<file path="config.mk">
export PLATFORM = sky130hd
export DESIGN_NAME = cmul_arbiter
export DESIGN_NICKNAME = d
export VERILOG_FILES = /design/src/rtl/cmul_arbiter.sv
export SDC_FILE = /design/constraint.sdc
export NUM_CORES = 2
export LEC_CHECK = 0
export ABC_AREA = 0
export BUFFER_PORTS_ARGS = -buffer_cell sky130_fd_sc_hd__buf_4
export CORE_MARGIN = 2
export CORE_UTILIZATION = 50
export DETAILED_ROUTE_END_ITERATION = 7
export GPL_ROUTABILITY_DRIVEN = 0
export GPL_TIMING_DRIVEN = 1
export HOLD_SLACK_MARGIN = 0.1
export PLACE_DENSITY = 0.73
export SLEW_MARGIN = 10
export SYNTH_ARGS = -nofsm -noshare
export SYNTH_HDL_FRONTEND = slang
export SYNTH_SLANG_ARGS = --single-unit
</file>
<file path="constraint.sdc">
create_clock -name clk -period 8 [get_ports clk]
set_clock_uncertainty 0.1 [all_clocks]
set_input_delay 1.2 -clock clk [delete_from_list [all_inputs] [get_ports clk]]
set_output_delay 1.2 -clock clk [all_outputs]
set_load 0.01 [all_outputs]
</file>
<file path="src/rtl/cmul_arbiter.sv">
// cmul_arbiter: round-robin arbiter feeding two requesters into one shared
// 2-stage complex multiplier (S1 operands, S2 result) with full backpressure.
module cmul_arbiter #(
  parameter int WIDTH = 16,
  parameter int TAGW  = 6
) (
  input  logic                    clk,
  input  logic                    rst_n,
  input  logic                    r0_valid,
  output logic                    r0_ready,
  input  logic signed [WIDTH-1:0] r0_a_re,
  input  logic signed [WIDTH-1:0] r0_a_im,
  input  logic signed [WIDTH-1:0] r0_b_re,
  input  logic signed [WIDTH-1:0] r0_b_im,
  input  logic [TAGW-1:0]         r0_tag,
  input  logic                    r1_valid,
  output logic                    r1_ready,
  input  logic signed [WIDTH-1:0] r1_a_re,
  input  logic signed [WIDTH-1:0] r1_a_im,
  input  logic signed [WIDTH-1:0] r1_b_re,
  input  logic signed [WIDTH-1:0] r1_b_im,
  input  logic [TAGW-1:0]         r1_tag,
  output logic                    out_valid,
  input  logic                    out_ready,
  output logic signed [WIDTH-1:0] out_re,
  output logic signed [WIDTH-1:0] out_im,
  output logic [TAGW-1:0]         out_tag,
  output logic                    out_src
);
  logic v1, last_grant, any, gnt, adv1, adv2, src1;
  logic signed [WIDTH-1:0] a_re, a_im, b_re, b_im;
  logic [TAGW-1:0] tag1;
  logic signed [2*WIDTH-1:0] rr, ii, ri, ir;
  assign any  = r0_valid || r1_valid;
  // on a tie the requester not granted last wins
  assign gnt  = (r0_valid && r1_valid) ? !last_grant : r1_valid;
  assign adv2 = !out_valid || out_ready;
  assign adv1 = !v1 || adv2;
  assign r0_ready = rst_n && adv1 && r0_valid && !gnt;
  assign r1_ready = rst_n && adv1 && r1_valid && gnt;
  assign rr = a_re * b_re;
  assign ii = a_im * b_im;
  assign ri = a_re * b_im;
  assign ir = a_im * b_re;
  always_ff @(posedge clk or negedge rst_n) begin
    if (!rst_n) begin
      v1         <= 1'b0;
      last_grant <= 1'b1;
      a_re       <= '0;
      a_im       <= '0;
      b_re       <= '0;
      b_im       <= '0;
      tag1       <= '0;
      src1       <= 1'b0;
      out_valid  <= 1'b0;
      out_re     <= '0;
      out_im     <= '0;
      out_tag    <= '0;
      out_src    <= 1'b0;
    end else begin
      if (adv1) begin
        v1 <= any;
        if (any) begin
          a_re       <= gnt ? r1_a_re : r0_a_re;
          a_im       <= gnt ? r1_a_im : r0_a_im;
          b_re       <= gnt ? r1_b_re : r0_b_re;
          b_im       <= gnt ? r1_b_im : r0_b_im;
          tag1       <= gnt ? r1_tag : r0_tag;
          src1       <= gnt;
          last_grant <= gnt;
        end
      end
      if (adv2) begin
        out_valid <= v1;
        if (v1) begin
          out_re  <= WIDTH'(rr >>> (WIDTH-1)) - WIDTH'(ii >>> (WIDTH-1));
          out_im  <= WIDTH'(ri >>> (WIDTH-1)) + WIDTH'(ir >>> (WIDTH-1));
          out_tag <= tag1;
          out_src <= src1;
        end
      end
    end
  end
endmodule

</file>
# --- Word-level counts from Yosys, hierarchy flattened ---
# Cells that the tools add are included.
# Widths: inputs -> output; s select.
totals:
  regBits: 113
  latch_bits: 0
  mem_bits_rw: 0
  romBits: 0
  inputBits: 145
  out_inout_bits: 42
  word_cells: 40
  memories: 0
op_classes:
  n_addsub: 2
  n_mul: 4
  div: 0
  order_cmp: 0
  n_eq_ne: 0
  shift: 0
  muxes: 6
  bitwise_logic: 0
  n_reduce_logical: 15
ops:
  columns: ["operator", "count"]
  rows:
  - ["$mul 16x16->31", 4]
  - ["$mux 16", 4]
  - ["$add 16x16->16", 1]
  - ["$sub 16x16->16", 1]
  - ["$logic_and 1x1->1", 6]
  - ["$mux 6", 1]
  - ["$logic_not 1->1", 4]
  - ["$reduce_and 2->1", 2]
  - ["$logic_or 1x1->1", 3]
  - ["$mux 1", 1]

# --- Longest topological paths before layout ---
logic_depth:
  ltp_word: 6
  mapped_depth: 36
  mapped_depth_nobuf: 34

# --- Least setup slack after synthesis ---
# OpenSTA, ideal clock, no wires.
synth_path:
  kind: "register -> register"
  startpoint: "reg b_re[1]"
  endpoint: "reg out_im[15]"
  setup_ps: 129
  t_arrival_ps: 7665
  required_time_ps: 7771
  setup_slack_ps: 106
  stages_incl_launch_ff: 34
  n_path_buf: 1
  period_less_slack_ps: 7894
  path_cell_list: "dfrtp_1 > clkbuf_1 > nand2_1 > fa_1 > fa_1 > fa_1 > fa_1 > inv_1 > fa_1 > inv_1 > fa_1 > inv_1 > ha_1 > a21o_1 > a21o_1 > a21oi_1 > or2_2 > and3_1 > nor2b_1 > o21a_1 > o21a_1 > nor2_1 > xnor2_1 > ha_1 > or3_1 > a221o_1 > a311oi_1 > nor2b_1 > o21ai_0 > nand2b_1 > a31oi_1 > o21ai_0 > xnor3_1 > o21ai_1"
synth_between:
  elab_chain_len: 2
synth_rtl:
  columns: ["item", "line", "rtl"]
  rows:
  - ["start: declaration", "31", "logic signed [WIDTH-1:0] a_re, a_im, b_re, b_im;"]
  - ["start signal: assignment", "66", "b_re <= gnt ? r1_b_re : r0_b_re;"]
  - ["$mul 16x16->31", "44", "assign ir = a_im * b_re;"]
  - ["$add 16x16->16", "77", "out_im <= WIDTH'(ri >>> (WIDTH-1)) + WIDTH'(ir >>> (WIDTH-1));"]
  - ["end signal: assignment", "77", null]
  - ["end: declaration", "26", "output logic signed [WIDTH-1:0] out_im,"]
# No other way between the ends.
# A chain may end at the register's enable or synchronous reset.

# --- Final worst setup path ---
layout_path:
  startpoint: "reg b_im[4]"
  endpoint: "reg out_im[14]"
layout_between:
  elab_chain_len: 2
layout_rtl:
  columns: ["item", "line", "rtl"]
  rows:
  - ["start: declaration", "31", null]
  - ["start signal: assignment", "67", "b_im <= gnt ? r1_b_im : r0_b_im;"]
  - ["$mul 16x16->31", "43", "assign ri = a_re * b_im;"]
  - ["$add 16x16->16", "77", null]
# No other way between the ends.

==> run summary <==
status -> finished, violations left
failing checks -> negative setup slack
max-slew violations -> 0
HP Class -> flip-flop to flip-flop
Setup-failing EPs final -> 1
first-pass GRT wire length -> 190.7 mm
commonest non-fill, non-tap cell in the layout -> inv_1
largest family of logic cells by synthesized area -> adder cells
Worst Reg2Reg Path Length in Cells -> 34
nets -> 6610
CTS max path bufs -> 2
mux cell area share after synthesis -> 0.01686
floorplan row count -> 107
Buffers on Ports -> 186
CTS tree -> done
post-synth cell types -> 62
DRT Pass-1 Iters -> 5
DR iter-0 viols -> 2176
Worst path slowest cell -> fa_1
share of layout cells above drive strength 1 -> 0.1585
initial antenna violation count -> 3
hold path cells -> 2
Max stage delay on crit path -> 530 ps
die height -> 296.9 µm
Compound-Gate Fraction of Synth Area -> 0.04278
async set-or-reset flop fraction in the synthesized netlist -> 1.000
vias in the first global route -> 35595
Clock Latency Late Sink -> 510 ps
setup ws final -> -15.04 ps
Post-synth EDFFs -> 0
Residual DRC -> 0
Final Critical Period -> 8015 ps
max-cap viol count -> 0
GRT overflow -> 0
cts hold-fix bufs -> 0
f_max -> 0.1248 GHz
Cells after Synth -> 4694
clk slew on worst S/H paths -> 70 ps
post-synthesis sequential area ratio -> 0.06594
XOR/XNOR Fraction of Synth Area -> 0.02698
Mean Syn Cell Area -> 9.140 µm²
period utilization -> 1.002
GRT Util Overall -> 0.2755
largest net degree at the start of global routing -> 70
Worst Tran Pin Value -> 994.2 ps
core area -> 85150 µm²
Post-Synth Adder-Cell Area -> 0.5754
Area after DPL -> 48150 µm²
most frequent cells in the layout -> 1140 x inv_1, 1015 x fa_1, 599 x nand2_1, 550 x buf_4, 436 x and2_1
synthesized area -> 42900 µm²
area delta synth->final -> 16.87%
Hold Vio Cnt, Final -> 0
Setup TNS -> -15.04 ps
Yosys reg bits -> 113
CP arrival -> 8310 ps
crit path launch type -> flip-flop
Synth Area in Simple Gates -> 0.1512
RSZ-0062 raised after global routing -> yes
CTS Buf Count -> 17
Routed Antenna Nets -> 0
Yosys warning total -> 0
Starting Density -> 0.5039
I/O pins -> 187
CP required -> 8300 ps
Top FF cell, synth -> dfrtp_1
CP Max Fanout -> 8
WS Path Type -> flip-flop to flip-flop
drt wl/cell -> 18.60 µm
hold_sp -> tag1[4]$_DFFE_PN0P_
die area -> 88170 µm²
Root Buffer -> clkbuf_16
H-Tree Level Count -> 4
vias per cell -> 5.246
DR vias -> 32857
Die Width -> 296.9 µm
synthesized net count -> 6199
final instance area -> 50140 µm²
crit path from -> b_im[4]$_DFFE_PN0P_
DP HPWL -> 94.74 mm
worst flop-to-flop path startpoint -> b_im[4]$_DFFE_PN0P_
final wirelength -> 116.5 mm
Setup crit end kind -> flip-flop
worst relative slew slack -> 0.3372
placement-stage worst setup slack -> -802.8 ps
Clock Sinks -> 113
==> final timing paths <==
kind / end / slack [ps]
worst min-delay path: out_tag[4]$_DFFE_PN0P_ / 370
min in group asynchronous: out_re[7]$_DFFE_PN0P_ / 600
worst max-delay path: out_im[14]$_DFFE_PN0P_ / -20
worst min register to register: out_tag[4]$_DFFE_PN0P_ / 370
max in group asynchronous: b_re[5]$_DFFE_PN0P_ / 5890
worst max register to register: out_im[14]$_DFFE_PN0P_ / -20
==> kinds of logic (layout without fill, tap and decap cells) <==
kind of cell    Yosys count  in the layout
fa+ha+maj              1360           1360
simple gates           1344           1344
flops                   113            113
mux                      72             72
xor+xnor                129            129
other cells               0              1
buf+inv                1381           1805
compound gates          295            295
==> cell usage after synthesis, types with 8 or more instances <==
cell type | n | area, µm²
dfrtp_1 | 112 | 2803
xnor2_1 | 97 | 849.6
nor2_1 | 162 | 608.1
xor2_1 | 30 | 262.8
nand4_1 | 16 | 100.1
inv_1 | 1152 | 4324
and2_1 | 450 | 2815
mux2i_1 | 70 | 700.7
buf_1 | 9 | 33.78
nor2b_1 | 11 | 68.82
o31ai_1 | 8 | 60.06
a21o_1 | 24 | 180.2
fa_1 | 1022 | 20460
nand3_1 | 20 | 100.1
and3_1 | 12 | 75.07
clkbuf_1 | 218 | 818.3
ha_1 | 338 | 4229
nand2b_1 | 37 | 231.5
o21a_1 | 9 | 67.56
o21ai_0 | 64 | 320.3
nor3_1 | 11 | 55.05
nand2_1 | 601 | 2256
a21oi_1 | 121 | 605.6
a211oi_1 | 13 | 97.59
==> layout make-up <==
| cell class | instances | area, µm² |
|---|---|---|
| Antenna cell | 1 | 2.502 |
| Clock buffer | 17 | 425.4 |
| Clock inverter | 15 | 230.2 |
| Fill cell | 7079 | 35000 |
| Inverter | 1154 | 4332 |
| Multi-Input combinational cell | 3200 | 35620 |
| Sequential cell | 113 | 2851 |
| Tap cell | 1144 | 1431 |
| Timing Repair Buffer | 619 | 5251 |
==> metrics by stage <==
step / utilization / std cells / hold WS (ps)
5_1_grt: 0.5889 / 6262 / 402.6
2_1_floorplan: - / 4694 / 339.4
6_report: 0.5889 / 6263 / 371.4
3_3_place_gp: 0.5655 / 6167 / 345.9
4_1_cts: 0.5785 / 6230 / 370.4
3_5_place_dp: 0.5655 / 6167 / 362.8
==> critical path: cells and delay by family, from the launching register on <==
kind            cells  cell delay (ps)
compound gates      8             1580
xor+xnor            1              150
fa+ha+maj           8             3440
buf+inv            12             1440
flops               1              430
simple gates        5              750
==> layer usage <==
| layer | up-vias | track usage | part of all wire |
|---|---|---|---|
| li1 | 14498 | - | - |
| met1 | 16760 | 0.3726 | 0.40 |
| met2 | 1323 | 0.4364 | 0.47 |
| met3 | 274 | 0.05757 | 0.083 |
| met4 | 2 | 0.1085 | 0.045 |
| met5 | - | 0 | 0.00011 |
==> state kept, by name, indices dropped and copies added, names as in the netlist, 6 cells and up <==
signal / count
out_re: 16
out_im: 16
tag1: 6
b_im: 16
a_re: 16
out_tag: 6
a_im: 16
b_re: 16
==> repair_timing <==
item                       CTS  global route
setup endpoints to repair   18            18
pin swaps                   42            92
hold endpoints to repair     0             0
setup buffers               31            35
resized for setup           74           154
Power is left out: the tool's default activity adds up to more than one toggle a clock period on the data nets, which glitch-free logic cannot reach.
